===== src/rtl/disp_pkg.sv =====
// ============================================================================
// Package : disp_pkg
// Brief   : Shared types and glyph constants for the result display driver.
// Rev     : 1.0  initial release
// ============================================================================
`default_nettype none

package disp_pkg;

  // Top-level controller states
  typedef enum logic [1:0] {
    BLANK = 2'd0,
    PEND  = 2'd1,
    SHOW  = 2'd2
  } state_t;

  // Segment patterns, seg[0]=a .. seg[6]=g, active-high
  localparam logic [6:0] GLYPH_0     = 7'b0111111;
  localparam logic [6:0] GLYPH_1     = 7'b0000110;
  localparam logic [6:0] GLYPH_2     = 7'b1011011;
  localparam logic [6:0] GLYPH_3     = 7'b1001111;
  localparam logic [6:0] GLYPH_4     = 7'b1100110;
  localparam logic [6:0] GLYPH_5     = 7'b1101101;
  localparam logic [6:0] GLYPH_6     = 7'b1111101;
  localparam logic [6:0] GLYPH_E     = 7'b1111001;
  localparam logic [6:0] GLYPH_MINUS = 7'b1000000;
  localparam logic [6:0] GLYPH_OFF   = 7'b0000000;

  // Both digit enables released (active-low)
  localparam logic [1:0] AN_OFF      = 2'b11;

endpackage : disp_pkg

`default_nettype wire


===== src/rtl/seg7_glyph.sv =====
// ============================================================================
// Module  : seg7_glyph
// Brief   : Magnitude-to-segment decoder; error forces the 'E' glyph.
// Rev     : 1.0  initial release
// ============================================================================
`default_nettype none

module seg7_glyph
  import disp_pkg::*;
(
  input  logic [2:0] magnitude,
  input  logic       err,
  output logic [6:0] glyph
);

  // Table lookup; magnitude 7 is never valid, so it shares the 'E' glyph
  always_comb begin
    glyph = GLYPH_E;
    if (!err) begin
      case (magnitude)
        3'd0:    glyph = GLYPH_0;
        3'd1:    glyph = GLYPH_1;
        3'd2:    glyph = GLYPH_2;
        3'd3:    glyph = GLYPH_3;
        3'd4:    glyph = GLYPH_4;
        3'd5:    glyph = GLYPH_5;
        3'd6:    glyph = GLYPH_6;
        default: glyph = GLYPH_E;
      endcase
    end
  end

endmodule : seg7_glyph

`default_nettype wire


===== src/rtl/result_display.sv =====
// ============================================================================
// Module  : result_display
// Brief   : Two-digit multiplexed seven-segment driver for a sign-magnitude
//           result. Values are committed only at scan-frame boundaries so a
//           frame never mixes old and new digits.
// Rev     : 1.0  initial release
// ============================================================================
`default_nettype none

module result_display
  import disp_pkg::*;
#(
  parameter int REFRESH_DIV = 1000
) (
  input  logic       clk,
  input  logic       rst_n,
  input  logic       in_valid,
  output logic       in_ready,
  input  logic [4:0] result,
  input  logic       zeroflag,
  input  logic       clear,
  output logic [6:0] seg,
  output logic [1:0] an,
  output logic       zero_led,
  output logic       err
);

  localparam int DIV_W = (REFRESH_DIV > 2) ? $clog2(REFRESH_DIV) : 1;
  localparam logic [DIV_W-1:0] DIV_LAST = DIV_W'(REFRESH_DIV - 1);

  state_t           state;
  logic [DIV_W-1:0] div;
  logic             digit;

  // Captured-but-not-yet-committed value
  logic [4:0]       pend_result;
  logic             pend_zero;

  // Committed value being scanned; disp_valid is low until the first commit
  logic             disp_sign;
  logic [2:0]       disp_mag;
  logic             disp_valid;

  logic             term;
  logic             frame_bnd;
  logic             xfer;
  logic             pend_err;
  logic [6:0]       mag_glyph;
  logic [6:0]       sign_glyph;

  assign term      = (div == DIV_LAST);
  assign frame_bnd = term && digit;
  assign xfer      = in_valid && in_ready;

  // Consistency check of the pending value, evaluated at commit
  assign pend_err  = pend_result[3]
                   | (pend_result[2:0] == 3'd7)
                   | (pend_zero != (pend_result[2:0] == 3'd0));

  // A minus is only meaningful on a valid non-zero magnitude
  assign sign_glyph = (disp_sign && (disp_mag != 3'd0) && !err) ? GLYPH_MINUS : GLYPH_OFF;

  seg7_glyph u_glyph (
    .magnitude (disp_mag),
    .err       (err),
    .glyph     (mag_glyph)
  );

  // Free-running slot divider and digit index; clear does not disturb them
  always_ff @(posedge clk or negedge rst_n) begin
    if (!rst_n) begin
      div   <= '0;
      digit <= 1'b0;
    end else if (term) begin
      div   <= '0;
      digit <= ~digit;
    end else begin
      div   <= div + 1'b1;
    end
  end

  // Handshake / commit FSM; clear outranks a same-cycle transfer
  always_ff @(posedge clk or negedge rst_n) begin
    if (!rst_n) begin
      state       <= BLANK;
      in_ready    <= 1'b1;
      pend_result <= '0;
      pend_zero   <= 1'b0;
      disp_sign   <= 1'b0;
      disp_mag    <= '0;
      disp_valid  <= 1'b0;
      zero_led    <= 1'b0;
      err         <= 1'b0;
    end else if (clear) begin
      state       <= BLANK;
      in_ready    <= 1'b1;
      disp_valid  <= 1'b0;
      zero_led    <= 1'b0;
      err         <= 1'b0;
    end else if (xfer) begin
      state       <= PEND;
      in_ready    <= 1'b0;
      pend_result <= result;
      pend_zero   <= zeroflag;
    end else if ((state == PEND) && frame_bnd) begin
      state       <= SHOW;
      in_ready    <= 1'b1;
      disp_sign   <= pend_result[4];
      disp_mag    <= pend_result[2:0];
      disp_valid  <= 1'b1;
      zero_led    <= pend_zero;
      err         <= pend_err;
    end
  end

  // Registered digit drive; a clear blanks on the same edge it takes effect
  always_ff @(posedge clk or negedge rst_n) begin
    if (!rst_n) begin
      seg <= GLYPH_OFF;
      an  <= AN_OFF;
    end else if (clear || !disp_valid) begin
      seg <= GLYPH_OFF;
      an  <= AN_OFF;
    end else if (!digit) begin
      seg <= mag_glyph;
      an  <= 2'b10;
    end else begin
      seg <= sign_glyph;
      an  <= 2'b01;
    end
  end

endmodule : result_display

`default_nettype wire


===== config.mk =====
export PLATFORM = sky130hd
export DESIGN_NAME = result_display
export DESIGN_NICKNAME = d
export VERILOG_FILES = /design/src/rtl/disp_pkg.sv /design/src/rtl/seg7_glyph.sv /design/src/rtl/result_display.sv
export SDC_FILE = /design/constraint.sdc
export NUM_CORES = 1
export LEC_CHECK = 0
export ABC_AREA = 1
export CORE_MARGIN = 10
export CORE_UTILIZATION = 30
export DETAILED_ROUTE_END_ITERATION = 8
export GPL_TIMING_DRIVEN = 0
export PLACE_DENSITY = 0.45
export SETUP_SLACK_MARGIN = 0.3
export SYNTH_ARGS = -nofsm -noshare
export SYNTH_HDL_FRONTEND = slang
export SYNTH_SLANG_ARGS = --single-unit

===== constraint.sdc =====
create_clock -name clk -period 1.9 [get_ports clk]
set_input_delay 0.38 -clock clk [delete_from_list [all_inputs] [get_ports clk]]
set_output_delay 0.38 -clock clk [all_outputs]
set_load 0.05 [all_outputs]

# --- After elaboration in Yosys (flattened, before gate mapping) ---
# Cells that the tools add are included.
totals:
  wordCells: 68
  ff_bits: 36
  input_bits: 10
classes:
  muxes: 22
  reduce_logical: 16
  n_bitwise: 5
  addsub: 1
  n_eq_ne: 11
ops:
  columns: ["op", "n"]
  rows:
  - ["$pmux W7 S7", 1]
  - ["$mux W7", 4]
  - ["$eq A3 B3 Y1 const B", 4]
  - ["$mux W1", 11]
  - ["$add A10 B1 Y10 const B", 1]
  - ["$eq A10 B10 Y1 const B", 1]
  - ["$mux W10", 1]
  - ["$mux W2", 5]
  - ["$eq A3 B2 Y1 const B", 2]
  - ["$logic_not A3 Y1", 2]
  - ["$reduce_bool A3 Y1", 2]
  - ["$logic_and A1 B1 Y1", 5]
  - ["$reduce_and A2 Y1", 2]
  - ["$eq A3 B1 Y1 const B", 1]
  - ["$not A1 Y1", 3]
  - ["$reduce_and A3 Y1", 1]
  - ["$eq A2 B1 Y1 const B", 1]
  - ["$logic_not A1 Y1", 2]
  - ["$ne A2 B2 Y1 const B", 1]
  - ["$or A1 B1 Y1", 2]
  - ["$reduce_bool A2 Y1", 1]
  - ["$logic_or A1 B1 Y1", 1]
  - ["$ne A1 B1 Y1", 1]

# --- Depth between registers and ports, before layout ---
# Gate-level depths: netlist of run 1.
depth:
  word_depth: 6
  ltp_mapped: 9
  ltp_nobuf: 9

# --- By module ---
# From an unflattened synthesis of run 1, not the netlist that was laid out.
unflattened:
  hier_cells: 182
  area_unflattened_um2: 1649.1
modules_own_cells:
  columns: ["mod", "cells_each", "instances", "area_per_inst_um2"]
  rows:
  - ["result_display", 164, 1, 1564.0]
  - ["seg7_glyph", 18, 1, 85.1]

# --- Worst setup path after synthesis of run 1 ---
# No wires, ideal clock.
synth_path:
  path_kind: "register -> register"
  start: "reg in_ready"
  end: "reg pend_result[1]"
  required_time_ns: 1.773
  path_slack_ns: 0.476
  path_stages_with_launch: 5
  setup_time_ns: 0.127
  arrival_ns: 1.297
  path_cell_list: "dfstp_2 -> nand2_1 -> nor2_1 -> buf_2 -> o21ai_0"
synth_between:
  elab_chain_len: 2
synth_lines:
  columns: ["item", "line_no", "text"]
  rows:
  - ["start: declaration", "result_display.sv:18", "output logic in_ready,"]
  - ["start signal: assignment", "result_display.sv:86", "in_ready <= 1'b1;"]
  - ["start signal: assignment", "result_display.sv:96", "in_ready <= 1'b1;"]
  - ["start signal: assignment", "result_display.sv:102", "in_ready <= 1'b0;"]
  - ["$logic_and A1 B1 Y1", "result_display.sv:53", "assign xfer = in_valid && in_ready;"]
  - ["$reduce_and A2 Y1 (no source line)", null, null]
  - ["end signal: assignment", "result_display.sv:103", "pend_result <= result;"]
  - ["end: declaration", "result_display.sv:36", "logic [4:0] pend_result;"]
# Every way passes these cells.
# A chain may end at the register's enable or synchronous reset.

# --- Final worst setup path of run 1 ---
layout_path:
  start: "reg zero_led"
  end: "out zero_led"
layout_lines:
  columns: ["item", "line_no", "text"]
  rows:
  - ["start: declaration", "result_display.sv:24", "output logic zero_led,"]
  - ["start signal: assignment", "result_display.sv:111", "zero_led <= pend_zero;"]
# No word-level cell between the ends.

==> flow_summary.json, run 1 <==
{
  "startpoint": "zero_led$_DFFE_PN0P_",
  "synth.avg_cell_area_um2": 9.16,
  "layout_setup_ws_ns": 0.348,
  "rr_endpoint": "div[8]$_DFF_PN0_",
  "clock_latency_ns": 0.29,
  "diodes": 0,
  "grt_overflow": 0,
  "cts.sinks": 35,
  "drt_iter0_markers": 55,
  "postCtsHoldBufs": 0,
  "critPathBufInv": 1,
  "io_pins": 22,
  "mappedNetlistNets": 181,
  "p_leak_nw": 0.966,
  "yosys.area.top_type": "dfrtp_1",
  "worstMarginPinSlew_ns": 0.778,
  "finish.net_count": 214,
  "dr.pass1.iters": 4,
  "cp_slowest_cell": "clkdlybuf4s15_1",
  "place_hpwl_um": 2240,
  "skew_ns": 0.0113,
  "antenna_left": 0,
  "routed_wl_um": 3090,
  "fmax_ghz": 0.644,
  "ys_seq_area_share_pct": 56.5,
  "die_y_um": 92.0,
  "cp.required_ns": 1.52,
  "crit_end": "zero_led",
  "rr_worst_depth": 8,
  "synthCells": 170,
  "cts_root_buf": "clkbuf_8",
  "run_status": "completed",
  "grt_pass1_vias": 1215,
  "yosys-top-cells-area": "dfrtp_1 51%, nand2_1 7.5%, dfstp_2 5.1%, inv_1 5.1%, nor2_1 4.6%",
  "pre_cts_ws_ns": 0.116,
  "gp_congestion": 0.794,
  "hold_slack_ns": 0.171,
  "final_layout_size_suffix_gt1_share_pct": 18.1,
  "regToRegStartpoint": "div[0]$_DFF_PN0_",
  "fill_cells": 543,
  "cts_buffers": 5,
  "design.die.area_um2": 8470,
  "clk_pin_slew_ns": 0.07,
  "io_buffers": 21,
  "ir_worst_vdd_uv": 359,
  "rsz0062_at_grt": "true",
  "start_util_pct": 30.7,
  "grt_max_degree": 36,
  "vias_per_cell": 4.32,
  "post-route-util_pct": 38.9,
  "dp_cells": 261,
  "hold_path.class": "in -> async",
  "slew_headroom_pct": 48.1,
  "critPathTopFamily": "buffers and inverters",
  "grt_first_pass_wirelength_um": 5490,
  "rows": 26,
  "ys_ff_latch": 35,
  "hold_violations": 0,
  "synth.top_cell.area_share_pct": 51.4,
  "arrival_ns": 1.17,
  "crit_cells": 1,
  "cts_max_level": 2,
  "end_kind": "primary output",
  "cts.path.max_buffers": 2,
  "slew_violations": 0,
  "synth_async_sr_flop_share_pct": 100,
  "grtUsageTotal_pct": 7.84,
  "routedWlPerCell_um": 11.3,
  "p_per_area_nw_per_um2": 738,
  "antenna_found_initial": 0,
  "slowest_delay_ns": 0.52,
  "num_vias": 1184,
  "dieWidth_um": 92.0,
  "path_class": "reg -> out",
  "crit_chain": "clkdlybuf4s15_1",
  "rrSetupSlack_ns": 0.39,
  "finalSetupViolations": 0,
  "drc": 0,
  "layout.cells.non_filler": 274,
  "fin_crit_sh_pct": 81.7,
  "cts_tree": "built",
  "synth-edff-count": 0,
  "syn-cell-area_um2": 1560,
  "worstPathMaxFanout": 2,
  "yosysWarnings": 0,
  "maxCapViolCount": 0,
  "cp-start-kind": "flip-flop",
  "fin_crit_ns": 1.55,
  "core_region_area_um2": 5070,
  "ys_types": 26,
  "syn_to_final_growth_pct": 26.7,
  "ys.flop_type": "dfrtp_1"
}
layout by cell type (no fill, tap or decap), types with 4 or more instances in the layout:
| cell type | netlist | routed |
|---|---|---|
| inv_1 | 21 | 21 |
| nand2_1 | 31 | 31 |
| clkbuf_8 | 0 | 6 |
| nor3_1 | 8 | 8 |
| buf_2 | 2 | 4 |
| o21ai_0 | 8 | 8 |
| clkdlybuf4s50_1 | 0 | 8 |
| nand3_1 | 14 | 14 |
| dlygate4sd2_1 | 0 | 6 |
| o21ai_1 | 4 | 4 |
| buf_4 | 1 | 6 |
| xor2_1 | 5 | 5 |
| nor2_1 | 19 | 19 |
| dfrtp_1 | 32 | 31 |
| a21oi_1 | 5 | 5 |
metrics by stage:
step | TNS (ns) | area [µm²] | total power, mW
after global routing | 0 | 1970 | 1.54
after CTS | 0 | 1940 | 1.48
final | 0 | 1970 | 1.46
after global placement | -9.87 | 1850 | 0.926
after floorplan | 0 | 1560 | 0.872
after detailed placement | 0 | 1850 | 0.928
how the worst min path moves through the flow:
| stage | slack (ns) | startpoint | end | depth (start not counted) |
|---|---|---|---|---|
| after floorplan | 0.08 | rst_n | digit$_DFFE_PN0N_ | 0 |
| after global placement | 0.48 | pend_result[3]$_DFFE_PN0P_ | pend_result[3]$_DFFE_PN0P_ | 2 |
| after detailed placement | 0.48 | pend_result[3]$_DFFE_PN0P_ | pend_result[3]$_DFFE_PN0P_ | 2 |
| after CTS | 0.20 | rst_n | disp_mag[2]$_DFFE_PN0P_ | 1 |
| after global routing | 0.25 | rst_n | pend_result[4]$_DFFE_PN0P_ | 1 |
| final | 0.17 | rst_n | pend_result[4]$_DFFE_PN0P_ | 1 |
cell families (layout without fill, tap and decap cells):
family	count (synthesis)	in the layout	share of synthesized area, %
AO/OA/AOI/OAI	18	18	5.87
XOR/XNOR	5	5	2.81
adder cells (fa/ha/maj)	1	1	0.804
buffers and inverters	27	61	7.48
flip-flops	35	35	56.5
AND/OR/NAND/NOR	84	84	26.5
metal layers:
layer / track usage, % / wire (µm) / up-vias
met5: 0 / 0 / -
met4: 4.24 / 28 / 0
met3: 2.93 / 197 / 3
met2: 12.2 / 1430 / 25
met1: 9.18 / 1440 / 545
li1: - / - / 611
cell usage after synthesis, types with 2 or more instances:
| master | count |
|---|---|
| dfstp_2 | 3 |
| nor3_1 | 8 |
| xor2_1 | 5 |
| buf_2 | 2 |
| a21oi_1 | 5 |
| nand2_1 | 31 |
| inv_1 | 21 |
| o21ai_0 | 8 |
| nand4_4 | 2 |
| nand2_2 | 3 |
| o21ai_1 | 4 |
| nand3_1 | 14 |
| nor2_1 | 19 |
| dfrtp_1 | 32 |
| nor2_2 | 2 |
state kept, by name (all words and copies together) (netlist names), 2 cells and up:
name / flops
div: 10
seg: 6
pend_result: 5
disp_mag: 3
an: 2
state: 2
report_power, final:
group	leakage (nW)	internal [mW]	switching (mW)
combinational	0.465	0.0395	0.0767
clock	0.0482	0.292	0.255
sequential	0.453	0.777	0.0156
total	0.966	1.11	0.348
cell type report:
type                       instances  area, µm²  area share (%)
sequential                        35        881            44.7
timing repair buffer              26        229            11.6
clock inverter                     1       5.00           0.254
tap                               70       87.6            4.44
buffer                             5       37.5            1.90
multi-input combinational        108        563            28.6
inverter                          22       82.6            4.19
clock buffer                       7       86.3            4.38
what timing repair did:
item	CTS	global route
endpoints found under the setup margin	12	13
resized for setup	20	8
buffers inserted	0	5
pin swaps	0	1
endpoints found under the hold margin	0	0
Power figures use the tool's default switching activity.
==> inputs of run 2 (changes only) <==
==> constraint.sdc (replaced) <==
create_clock -name clk -period 1.5 [get_ports clk]
set_input_delay 0.3 -clock clk [delete_from_list [all_inputs] [get_ports clk]]
set_output_delay 0.3 -clock clk [all_outputs]
set_load 0.05 [all_outputs]
==> run 2 against run 1 <==
Against the previous run:
- combinational power grew 83%
- critical path depth grew 8
- sequential power grew 28%
- non-clock buffer count grew 12
- cell count grew 4.4%
- via count grew 7.9%
- largest cell class unchanged
- critical path type is now reg -> reg
- utilization grew 6.5 points
- global-route usage grew 1.3 points
- count of clock-buffer cells in the layout shrank 1
- sequential share of layout area shrank 6.2 points
- first-iteration DRC count shrank 5.5%
==> flow_summary.json, run 2 (synthesis gave the netlist of run 1 again) <==
{
  "run_status": "completed",
  "skew_ns": 0.00190,
  "slew_violations": 0,
  "final_layout_size_suffix_gt1_share_pct": 40.7,
  "grt_pass1_vias": 1390,
  "cp-start-kind": "flip-flop",
  "regToRegStartpoint": "div[0]$_DFF_PN0_",
  "diodes": 0,
  "cts.path.max_buffers": 2,
  "gp_congestion": 0.808,
  "top_regs": "div (10), seg (6), pend_result (5)",
  "cts_tree": "built",
  "crit_chain": "ha_2, nand2_4, nor2_4, nand2_2, nor2_4, buf_6, nand4_4, nand3_2, nand2_1",
  "cp.required_ns": 1.68,
  "placed_area_um2": 1870,
  "cp_common_cell": "nor2_4",
  "clock_latency_ns": 0.28,
  "design_area_um2": 2300,
  "design.die.area_um2": 8470,
  "fin_crit_ns": 1.44,
  "hold_slack_ns": 0.0869,
  "fmax_ghz": 0.697,
  "maxCapViolCount": 0,
  "cts_max_level": 2,
  "fin_crit_sh_pct": 95.7,
  "multi_input_area_um2": 723,
  "rrSetupSlack_ns": 0.06,
  "slowest_delay_ns": 0.36,
  "path_class": "reg -> reg",
  "num_vias": 1277,
  "io_buffers": 21,
  "routedWlPerCell_um": 12.3,
  "hold_path.class": "in -> async",
  "ir_worst_vdd_uv": 581,
  "p_leak_nw": 1.12,
  "antenna_left": 0,
  "die_y_um": 92.0,
  "critPathTopFamily": "simple AND/OR/NAND/NOR gates",
  "arrival_ns": 1.62,
  "slew_headroom_pct": 48.4,
  "pre_cts_ws_ns": -0.258,
  "cts.sinks": 35,
  "cp_slowest_cell": "dfrtp_1",
  "io_pins": 22,
  "cts_root_buf": "clkbuf_8",
  "rsz0062_at_grt": "true",
  "finish.net_count": 226,
  "drc": 0,
  "final_cell_mix": "30 x dfrtp_1, 23 x nand2_1, 19 x inv_1",
  "routed_wl_um": 3530,
  "hold_violations": 0,
  "rows": 26,
  "dieWidth_um": 92.0,
  "p_per_area_nw_per_um2": 910,
  "layout_commonest_cell": "dfrtp_1",
  "start_util_pct": 30.7,
  "largest_reg_flops": 10,
  "finalSetupViolations": 0,
  "cts_buffers": 5,
  "seq_area_um2": 886,
  "grt_max_degree": 36,
  "startpoint": "div[0]$_DFF_PN0_",
  "core_region_area_um2": 5070,
  "syn_to_final_growth_pct": 47.9,
  "end_kind": "flip-flop",
  "grt_overflow": 0,
  "fill_cells": 507,
  "vias_per_cell": 4.47,
  "regMostFlops": "div",
  "rr_worst_depth": 9,
  "grt_first_pass_wirelength_um": 6320,
  "antenna_found_initial": 0,
  "clk_pin_slew_ns": 0.07,
  "dr.pass1.iters": 4,
  "rr_endpoint": "zero_led$_DFFE_PN0P_",
  "critPathBufInv": 1,
  "layout_setup_ws_ns": 0.0649,
  "crit_end": "zero_led$_DFFE_PN0P_",
  "worstMarginPinSlew_ns": 0.774,
  "worstPathMaxFanout": 6,
  "crit_cells": 9,
  "power.total_mw": 2.09,
  "drt_iter0_markers": 52,
  "place_hpwl_um": 2300,
  "grtUsageTotal_pct": 9.14
}
[run 2: through the flow]
stage	setup TNS [ns]	util, %	cells
CTS	0	43.7	284
detailed placement	-2.46	36.9	261
floorplan	0	-	170
global route	-0.0244	45.4	286
global placement	-23.70	37.0	261
finish	0	45.4	286
[run 2: area by class of cell]
type | instances | area share (%)
plain buffers | 5 | 1.90
clock buffers | 6 | 3.59
clock inverters | 2 | 1.52
inverters | 22 | 3.70
multi-input cells | 108 | 31.4
flip-flops and latches | 35 | 38.5
well taps | 70 | 3.80
repair buffers | 38 | 15.6
[run 2: metal layers]
metal  global-route usage, %  part of all wire [%]  vias up
li1                        -                     -      631
met1                    9.76                    44      617
met2                    15.4                    48       21
met3                    3.91                   6.0        8
met4                    4.11                   2.0        0
met5                       0                     0        -
[run 2: power breakdown]
group / switching (mW) / internal (mW)
Sequential: 0.0220 / 0.985
Combinational: 0.124 / 0.0881
Clock: 0.337 / 0.538
[run 2: worst reg2reg max path: cells and delay by family (launching register included)]
family | cells | cell delay [ns]
DFF | 1 | 0.36
adders and majority gates | 1 | 0.21
buffers and inverters | 1 | 0.16
and+or+nand+nor | 7 | 0.61
[run 2: worst min path at each step]
| stage | start | endpoint | slack, ns | depth (start not counted) |
|---|---|---|---|---|
| 3_3_place_gp | pend_result[3]$_DFFE_PN0P_ | pend_result[3]$_DFFE_PN0P_ | 0.48 | 2 |
| 2_1_floorplan | rst_n | digit$_DFFE_PN0N_ | 0.004 | 0 |
| 6_report | rst_n | seg[1]$_DFF_PN0_ | 0.09 | 1 |
| 5_1_grt | rst_n | disp_sign$_DFFE_PN0P_ | 0.15 | 1 |
| 3_5_place_dp | rst_n | seg[1]$_DFF_PN0_ | 0.43 | 1 |
| 4_1_cts | rst_n | seg[1]$_DFF_PN0_ | 0.12 | 1 |
[run 2: timing repair]
item                                    CTS  global route
gates resized for setup                 111            23
endpoints found under the setup margin   39            39
hold buffers                              0             0
cloned                                    1             0
setup buffers                            14             2
pin swaps                                 6             5
==> inputs of run 3 (changes only) <==
--- a/config.mk
+++ b/config.mk
@@ -5,11 +5,11 @@
 export SDC_FILE = /design/constraint.sdc
 export NUM_CORES = 1
 export LEC_CHECK = 0
-export ABC_AREA = 1
 export CORE_MARGIN = 10
 export CORE_UTILIZATION = 30
 export DETAILED_ROUTE_END_ITERATION = 8
 export GPL_TIMING_DRIVEN = 0
+export MAX_ROUTING_LAYER = met4
 export PLACE_DENSITY = 0.45
 export SETUP_SLACK_MARGIN = 0.3
 export SYNTH_ARGS = -nofsm -noshare
==> run 3 against run 2 <==
Against the previous run:
- the run now ends with setup timing left
- sequential power about the same
- combinational power fell by 27%
- critical path depth fell by 4
- critical endpoint is now disp_mag[1]$_DFFE_PN0P_
- largest power group unchanged
==> flow_summary.json, run 3 <==
{
  "run_status": "finished, violations left",
  "violations": "setup timing",
  "diodes": 0,
  "ir_worst_vdd_uv": 412,
  "cts_tree": "built",
  "ys_ff_latch": 35,
  "synth_async_sr_flop_share_pct": 100,
  "slew_headroom_pct": 48.3,
  "antenna_left": 0,
  "design_area_um2": 2220,
  "cts_root_buf": "clkbuf_8",
  "io_pins": 22,
  "ys_seq_area_share_pct": 56.7,
  "yosys.area.top_type": "dfrtp_1",
  "ys_types": 41,
  "worstPathMaxFanout": 4,
  "worstMarginPinSlew_ns": 0.776,
  "post-route-util_pct": 43.7,
  "ys.flop_type": "dfrtp_1",
  "synthCells": 131,
  "final_layout_size_suffix_gt1_share_pct": 44.3,
  "slowest_delay_ns": 0.41,
  "mappedNetlistNets": 142,
  "grtUsageTotal_pct": 8.87,
  "gp_congestion": 0.675,
  "p_comb_share_pct": 8.5,
  "seqPwrFrac_pct": 56.0,
  "grt_overflow": 0,
  "dieWidth_um": 91.9,
  "p_per_area_nw_per_um2": 820,
  "layout.cells.non_filler": 246,
  "rr_worst_depth": 5,
  "fin_setup_tns_ns": -1.07,
  "grt_pass1_vias": 1266,
  "synth.top_cell.area_share_pct": 51.7,
  "largest_reg_flops": 10,
  "finalSetupViolations": 11,
  "rrSetupSlack_ns": -0.17,
  "dr.pass1.iters": 4,
  "fin_crit_ns": 1.67,
  "drc": 0,
  "syn_to_final_growth_pct": 43.1,
  "clock_latency_ns": 0.28,
  "num_vias": 1167,
  "drt_iter0_markers": 84,
  "cp-start-kind": "flip-flop",
  "io_buffers": 21,
  "synth.avg_cell_area_um2": 11.8,
  "hold_path.class": "in -> async",
  "vias_per_cell": 4.74,
  "p_leak_nw": 0.991,
  "muxShareOfSynthArea_pct": 7.91,
  "yosys.area_share.simple_pct": 17.7,
  "pwr-share-clk_pct": 35.5,
  "placed_area_um2": 1860,
  "path_class": "reg -> reg",
  "syn-cell-area_um2": 1550,
  "maxCapViolCount": 0,
  "cts.path.max_buffers": 2,
  "grt_max_degree": 36,
  "fin_crit_sh_pct": 112,
  "antenna_found_initial": 0,
  "end_kind": "flip-flop",
  "swShare_pct": 23.0,
  "routed_wl_um": 3450,
  "synth-adder-area-share_pct": 0.807,
  "cp_slowest_cell": "dfrtp_1",
  "switchingPower_mw": 0.417,
  "rows": 26,
  "slew_violations": 0,
  "grt_first_pass_wirelength_um": 6000,
  "top_regs": "div (10), seg (6), pend_result (5)",
  "skew_ns": 0.00378,
  "cp.required_ns": 1.67,
  "synth-edff-count": 0,
  "internal_power_mw": 1.40,
  "core_region_area_um2": 5070,
  "final_cell_mix": "30 x dfrtp_1, 13 x buf_4, 7 x buf_6, 7 x clkdlybuf4s50_1",
  "routedWlPerCell_um": 14.0,
  "dp_cells": 222,
  "hold_violations": 0,
  "crit_chain": "ha_4, and4bb_4, nand4_4, nor3_4, mux2_2",
  "rr_endpoint": "disp_mag[1]$_DFFE_PN0P_",
  "cts_max_level": 2,
  "design.die.area_um2": 8440,
  "regMostFlops": "div",
  "fmax_ghz": 0.597,
  "yosysMostFrequentCell": "dfrtp_1",
  "rsz0062_at_grt": "true",
  "finish.net_count": 186,
  "power.total_mw": 1.82,
  "netlist_top_cells_count": "32 x dfrtp_1, 11 x nor2_1, 10 x mux2_2",
  "layout_commonest_cell": "dfrtp_1",
  "cts.sinks": 35,
  "arrival_ns": 1.84,
  "synth-xor-area-share_pct": 3.39,
  "synth_top_family_by_area": "simple AND/OR/NAND/NOR gates",
  "start_util_pct": 30.5,
  "cts_buffers": 5,
  "yosysWarnings": 0,
  "clk_pin_slew_ns": 0.07,
  "regToRegStartpoint": "div[1]$_DFF_PN0_",
  "layout_setup_ws_ns": -0.175,
  "synth_compound_area_share_pct": 11.2,
  "place_hpwl_um": 2310,
  "die_y_um": 91.9,
  "yosys-top-cells-area": "dfrtp_1 52%, mux2_2 7.3%, dfstp_2 5.1%, a21oi_1 2.9%, nor2_1 2.7%"
}
==> run 3: cell types whose count changed after synthesis, sizes merged, moves of 9 or more <==
cell	change
nand2	-30
inv	-17
nor2	-11
mux2	+10
nand3	-9
o21ai	-9
==> run 3: cell type report <==
class	count	area, µm²
Fill cell	493	2860
Buffer	4	51.3
Clock buffer	7	76.3
Timing Repair Buffer	37	338
Clock inverter	1	5.00
Tap cell	70	87.6
Multi-Input combinational cell	88	759
Inverter	4	15.0
Sequential cell	35	886
==> run 3: how the worst max path moves through the flow <==
stage / depth (start not counted) / slack [ns] / from / to
CTS: 5 / -0.17 / div[1]$_DFF_PN0_ / disp_mag[1]$_DFFE_PN0P_
global placement: 1 / -0.77 / rst_n / err$_DFFE_PN0P_
global route: 5 / -0.26 / div[1]$_DFF_PN0_ / disp_mag[1]$_DFFE_PN0P_
finish: 5 / -0.17 / div[1]$_DFF_PN0_ / disp_mag[1]$_DFFE_PN0P_
floorplan: 5 / -0.12 / div[0]$_DFF_PN0_ / disp_mag[0]$_DFFE_PN0P_
detailed placement: 4 / -0.52 / clear / pend_result[2]$_DFFE_PN0P_
==> run 3: critical path, delay by kind of cell, from the launching register on <==
family,cells,cell delay [ns]
fa+ha+maj,1,0.15
flops,1,0.41
mux,1,0.36
simple gates,3,0.64
==> run 3: logic make-up after synthesis <==
| logic type | after synthesis |
|---|---|
| XOR/XNOR | 6 |
| AND/OR/NAND/NOR | 44 |
| multiplexers | 11 |
| flip-flops | 35 |
| AO/OA/AOI/OAI | 26 |
| adder cells (fa/ha/maj) | 1 |
| buffers and inverters | 8 |
==> run 3: what timing repair did <==
| item | 4_1_cts | 5_1_grt |
|---|---|---|
| hold buffers | 0 | 0 |
| endpoints found under the setup margin | 43 | 37 |
| setup buffers | 13 | 3 |
| pin swaps | 8 | 1 |
| resized for setup | 106 | 17 |
==> run 3: power groups by stage <==
stage / sequential (mW) / clock, mW / combinational, mW
floorplan: 1.03 / 0 / 0.0559
global placement: 1.03 / 0 / 0.115
detailed placement: 1.04 / 0 / 0.117
CTS: 1.02 / 0.677 / 0.153
global route: 1.03 / 0.711 / 0.172
finish: 1.02 / 0.645 / 0.155
==> run 3: stage by stage <==
| stage | hold slack [ns] | setup WS [ns] |
|---|---|---|
| after floorplan | 0.00441 | -0.117 |
| after global placement | 0.470 | -0.772 |
| after detailed placement | 0.441 | -0.517 |
| after CTS | 0.131 | -0.173 |
| after global routing | 0.162 | -0.259 |
| final | 0.0932 | -0.175 |
==> run 3: layer usage <==
layer / share of wire [%] / up-vias / track usage [%]
li1: - / 560 / -
met1: 46 / 584 / 10.6
met2: 51 / 20 / 13.8
met3: 3.2 / 3 / 2.85
met4: 0.55 / 0 / 3.08
met5: 0 / - / -
